File: src/rtl/shared_mul_gf2.sv
// Domain-oriented masked GF(2^2) multiplier (normal basis {W^2,W}) with SHARES Boolean shares.
// Define SHARED_MUL_GF2_OUTREG_EN to add a register after each output share (latency +1).
module shared_mul_gf2 #(
  parameter int SHARES    = 2,
  parameter int PIPELINED = 1
) (
  input  logic                           ClkxCI,
  input  logic                           RstxBI,
  input  logic [2*SHARES-1:0]            _XxDI,
  input  logic [2*SHARES-1:0]            _YxDI,
  input  logic [SHARES*(SHARES-1)-1:0]   _ZxDI,
  output logic [2*SHARES-1:0]            _QxDO
);

  function automatic logic [1:0] gf_mul(input logic [1:0] a, input logic [1:0] b);
    logic e;
    e = (a[1] ^ a[0]) & (b[1] ^ b[0]);
    return {(a[1] & b[1]) ^ e, (a[0] & b[0]) ^ e};
  endfunction

  logic [1:0]          x_s     [SHARES];
  logic [1:0]          y_s     [SHARES];
  logic [1:0]          inner_d [SHARES];
  logic [1:0]          inner_v [SHARES];
  logic [1:0]          cross_d [SHARES][SHARES];
  logic [1:0]          cross_q [SHARES][SHARES];
  logic [2*SHARES-1:0] q_d;

  always_comb begin
    for (int i = 0; i < SHARES; i++) begin
      x_s[i]     = _XxDI[2*i +: 2];
      y_s[i]     = _YxDI[2*i +: 2];
      inner_d[i] = gf_mul(_XxDI[2*i +: 2], _YxDI[2*i +: 2]);
    end
  end

  // Both cross terms of a pair are blinded with the same fresh Z slice; the
  // diagonal is unused and held at zero.
  always_comb begin
    int k;
    k = 0;
    for (int i = 0; i < SHARES; i++) begin
      for (int j = 0; j < SHARES; j++) begin
        cross_d[i][j] = 2'b00;
      end
    end
    for (int i = 0; i < SHARES; i++) begin
      for (int j = i + 1; j < SHARES; j++) begin
        cross_d[i][j] = gf_mul(x_s[i], y_s[j]) ^ _ZxDI[2*k +: 2];
        cross_d[j][i] = gf_mul(x_s[j], y_s[i]) ^ _ZxDI[2*k +: 2];
        k = k + 1;
      end
    end
  end

  always_ff @(posedge ClkxCI or posedge RstxBI) begin
    if (RstxBI) begin
      for (int i = 0; i < SHARES; i++) begin
        for (int j = 0; j < SHARES; j++) begin
          cross_q[i][j] <= 2'b00;
        end
      end
    end else begin
      cross_q <= cross_d;
    end
  end

  generate
    if (PIPELINED != 0) begin : g_pipe
      logic [1:0] inner_q [SHARES];
      always_ff @(posedge ClkxCI or posedge RstxBI) begin
        if (RstxBI) begin
          for (int i = 0; i < SHARES; i++) begin
            inner_q[i] <= 2'b00;
          end
        end else begin
          inner_q <= inner_d;
        end
      end
      always_comb inner_v = inner_q;
    end else begin : g_comb
      always_comb inner_v = inner_d;
    end
  endgenerate

  // Share i only ever combines its own inner term with registered cross terms.
  always_comb begin
    logic [1:0] acc;
    acc = 2'b00;
    q_d = '0;
    for (int i = 0; i < SHARES; i++) begin
      acc = inner_v[i];
      for (int j = 0; j < SHARES; j++) begin
        if (j != i) acc = acc ^ cross_q[i][j];
      end
      q_d[2*i +: 2] = acc;
    end
  end

`ifdef SHARED_MUL_GF2_OUTREG_EN
  logic [2*SHARES-1:0] out_q;
  always_ff @(posedge ClkxCI or posedge RstxBI) begin
    if (RstxBI) out_q <= '0;
    else        out_q <= q_d;
  end
  assign _QxDO = out_q;
`else
  assign _QxDO = q_d;
`endif

endmodule

File: config.mk
export PLATFORM = sky130hd
export DESIGN_NAME = shared_mul_gf2
export DESIGN_NICKNAME = d
export VERILOG_FILES = /design/src/rtl/shared_mul_gf2.sv
export SDC_FILE = /design/constraint.sdc
export NUM_CORES = 1
export LEC_CHECK = 0
export ABC_AREA = 1
export CORE_AREA = 5 5 42 44
export DETAILED_ROUTE_END_ITERATION = 10
export DIE_AREA = 0 0 47 49
export PLACE_DENSITY = 0.77
export SYNTH_ARGS = -nofsm -noshare
export SYNTH_HDL_FRONTEND = slang
export SYNTH_SLANG_ARGS = --single-unit
File: constraint.sdc
create_clock -name ClkxCI -period 0.8 [get_ports ClkxCI]
set_input_delay 0.08 -clock ClkxCI [delete_from_list [all_inputs] [get_ports ClkxCI]]
set_output_delay 0.08 -clock ClkxCI [all_outputs]
set_load 0.02 [all_outputs]
After elaboration in Yosys (flattened, before gate mapping):

Index checks and enable logic that the tools add are counted.
Widths: inputs -> output; s select.

* register bits: 8
* output and inout bits: 4
* logic and storage cells: 32

* bitwise gates (word level): 28

Operators with widths (number)
* $and 1x1->1: 12
* $xor 1x1->1: 12
* $xor 2x2->2: 4

Logic depth before layout (Yosys ltp):

* depth after elaboration: 4
* depth in mapped cells: 8

Worst setup path before layout:

No wires, ideal clock.

* path type: flip-flop to output port
* from: register cross_q[4] (netlist bit)
* to: output _QxDO[0]
* arrival: 720 ps
* data required time: 720 ps
* path slack: 0 ps
* stages on the path, launching flop included: 2
* buffers on the path: 0
* path through: dfrtp_1 -> xor2_1

* longest elaborated chain between the ends: 1

Ends and longest elaborated chain
* start, declared: RTL line 26 `logic [1:0] cross_q [SHARES][SHARES];`
* start signal, assigned: RTL line 64 `cross_q <= cross_d;`
* $xor 2x2->2: RTL line 94 `if (j != i) acc = acc ^ cross_q[i][j];`
* end, declared: RTL line 12 `output logic [2*SHARES-1:0] _QxDO`

Every way passes these cells.

Worst setup path in the final report:

* from: register cross_q[3] (netlist bit)
* to: output _QxDO[3]

Same word-level chain as after synthesis.

==> flow_summary.ini <==
[cts]
clock-root-buffer = clkbuf_4
post_cts_buffers = 0
cts_tree = done
h-tree-depth = 1
cts_max_path_buffers = 2
clkTransAtPathRegs_ns = 0.05
cts.sinks = 8
cts_hold_buf = 0
numCtsBuffers = 3

[die]
fp.coreArea_mm2 = 0.00140
die-height_um = 49
core.rowCount = 14
dieArea_mm2 = 0.00230
io-pin-count = 16
initial_core_util_pct = 36.3
die_w_um = 47

[timing]
finalMaxSlewViolations = 0
fmax_ghz = 1.00
setup_violations = 4
period_share_pct = 124
post-route-min-period_ns = 0.996
worstMarginPinSlew_ns = 0.269
relSlewSlack_pct = 82.0
rsz0062_at_grt = true
whs_ns = 0.0786
setup_slack_ns = -0.196
hold_viol_final = 0

[detailed_routing]
wire_per_inst_um = 8.76
drtIter0Drc = 9
vias = 478
ant_nets = 0
vias_per_cell = 4.35
first_pass_iters = 3
route.detailed.drc = 0
wirelength_um = 964

[placement]
dp_worst_setup_slack_ns = -0.468
placement.io_buffers = 15
gp_congestion = 0.871
dp_hpwl_um = 858
dpl_cell_area_um2 = 747

[cells_and_area]
finalNetCount = 108
utilization_pct = 53.8
final_common_cell = nand2_1
drive_above_1_share_pct = 28.7
antennaDiodeCount = 0
n_fill_cell = 133
syn2layout_area_growth_pct = 48.2
fin_area_um2 = 754
final_cell_mix = nand2_1, buf_4, xor2_1

[critical_path]
cp-start-kind = flop
cp.required_ns = 0.72
crit_fanout = 1
worst_setup_path_end_kind = output port
crit_arrival_ns = 0.92
critical_path_class = reg2out

[logic_synthesis]
ys_seq_area_share_pct = 39.3
synth_top_family_by_area = simple AND/OR/NAND/NOR gates
yosysUniqueCellTypes = 8
synth-compound-area-share_pct = 0
yosysWarnings = 0
syn-cell-area_um2 = 509
synthesis.instances = 67
synthAdderAreaFrac_pct = 0
ys_ff_latch = 8
synthMuxAreaShare_pct = 0
yosys.area_share.simple_pct = 29.0
syn_nets = 79
synth.avg_cell_area_um2 = 7.60
synth_xor_area_share_pct = 23.6

[run]
cap_violations = 0

[run_status]
violations = setup timing
status = finished, violations left

[grt]
grt_pass1_vias = 459
grt_start_max_net_pins = 9
antenna_found_initial = 0
grt_pass1_wl_um = 1610
globalRouteTotalUtil_pct = 9.27
globalRouteOverflowTotal = 0

[hold_path]
min_path_type = in2async

[pwr]
vdd_drop_max_uv = 651
leakage_nw = 0.425
p_per_area_mw_per_mm2 = 1590
what timing repair did:
item | CTS | global route
resized for setup | 33 | 7
pin swaps | 6 | 3
endpoints found under the setup margin | 12 | 6
endpoints found under the hold margin | 0 | 0
critical path, stage by stage, from the launching register on:
cell	delay [ns]
dfrtp_1	0.37
xor2_1	0.15
buf_4	0.16
state kept, by name (all words and copies together), names as in the netlist:
name,cells
g_pipe.inner_q,4
cross_q,4
synthesized netlist by cell type:
library cell	instances	share of area [%]
nand2_1	29	21
inv_1	11	8.1
xor2_1	10	17
dfrtp_1	8	39
nand3_1	4	3.9
nand4_1	2	2.5
xor2_2	2	6.4
nand2_2	1	1.2
cell families after synthesis:
group         Yosys count
simple gates           36
buf+inv                11
flops                   8
xor+xnor               12
final timing paths:
path	cells past startpoint	slack, ns	end	from
max in group asynchronous	2	0.51	g_pipe.inner_q[3]$_DFF_PP0_	RstxBI
min in group ClkxCI	3	0.21	cross_q[2]$_DFF_PP0_	_ZxDI[0]
worst max-delay path	2	-0.20	_QxDO[3]	cross_q[3]$_DFF_PP0_
worst min-delay path	2	0.08	g_pipe.inner_q[0]$_DFF_PP0_	RstxBI
metal layers:
layer  up-vias  global-route usage (%)  share of wire (%)  wire, um
met5         -                       0                  0         0
met4         0                    5.53                  0         0
met3         0                       0                7.2        69
met2        14                    16.7                 54       520
met1       211                    10.1                 39       373
li1        253                       -                  -         -
metrics by stage:
step / TNS [ns] / total power, mW / instances
2_1_floorplan: 0 / 0.724 / 67
4_1_cts: -0.806 / 1.21 / 110
5_1_grt: -0.957 / 1.28 / 110
3_5_place_dp: -5.15 / 0.969 / 107
3_3_place_gp: -4.83 / 0.956 / 107
6_report: -0.762 / 1.20 / 110
power breakdown:
| part | internal [mW] | leakage, nW | switching [mW] | total, mW |
|---|---|---|---|---|
| combinational | 0.203 | 0.315 | 0.240 | 0.443 |
| sequential | 0.460 | 0.0962 | 0.0222 | 0.482 |
| clock | 0.169 | 0.0138 | 0.104 | 0.274 |
cell type report:
type,instances,area (um2),area share [%]
multi-input cells,48,278,36.8
well taps,16,20.0,2.65
flip-flops and latches,8,200,26.5
inverters,11,41.3,5.47
clock buffers,3,22.5,2.99
repair buffers,24,193,25.5
(Power assumes the default switching activity.)
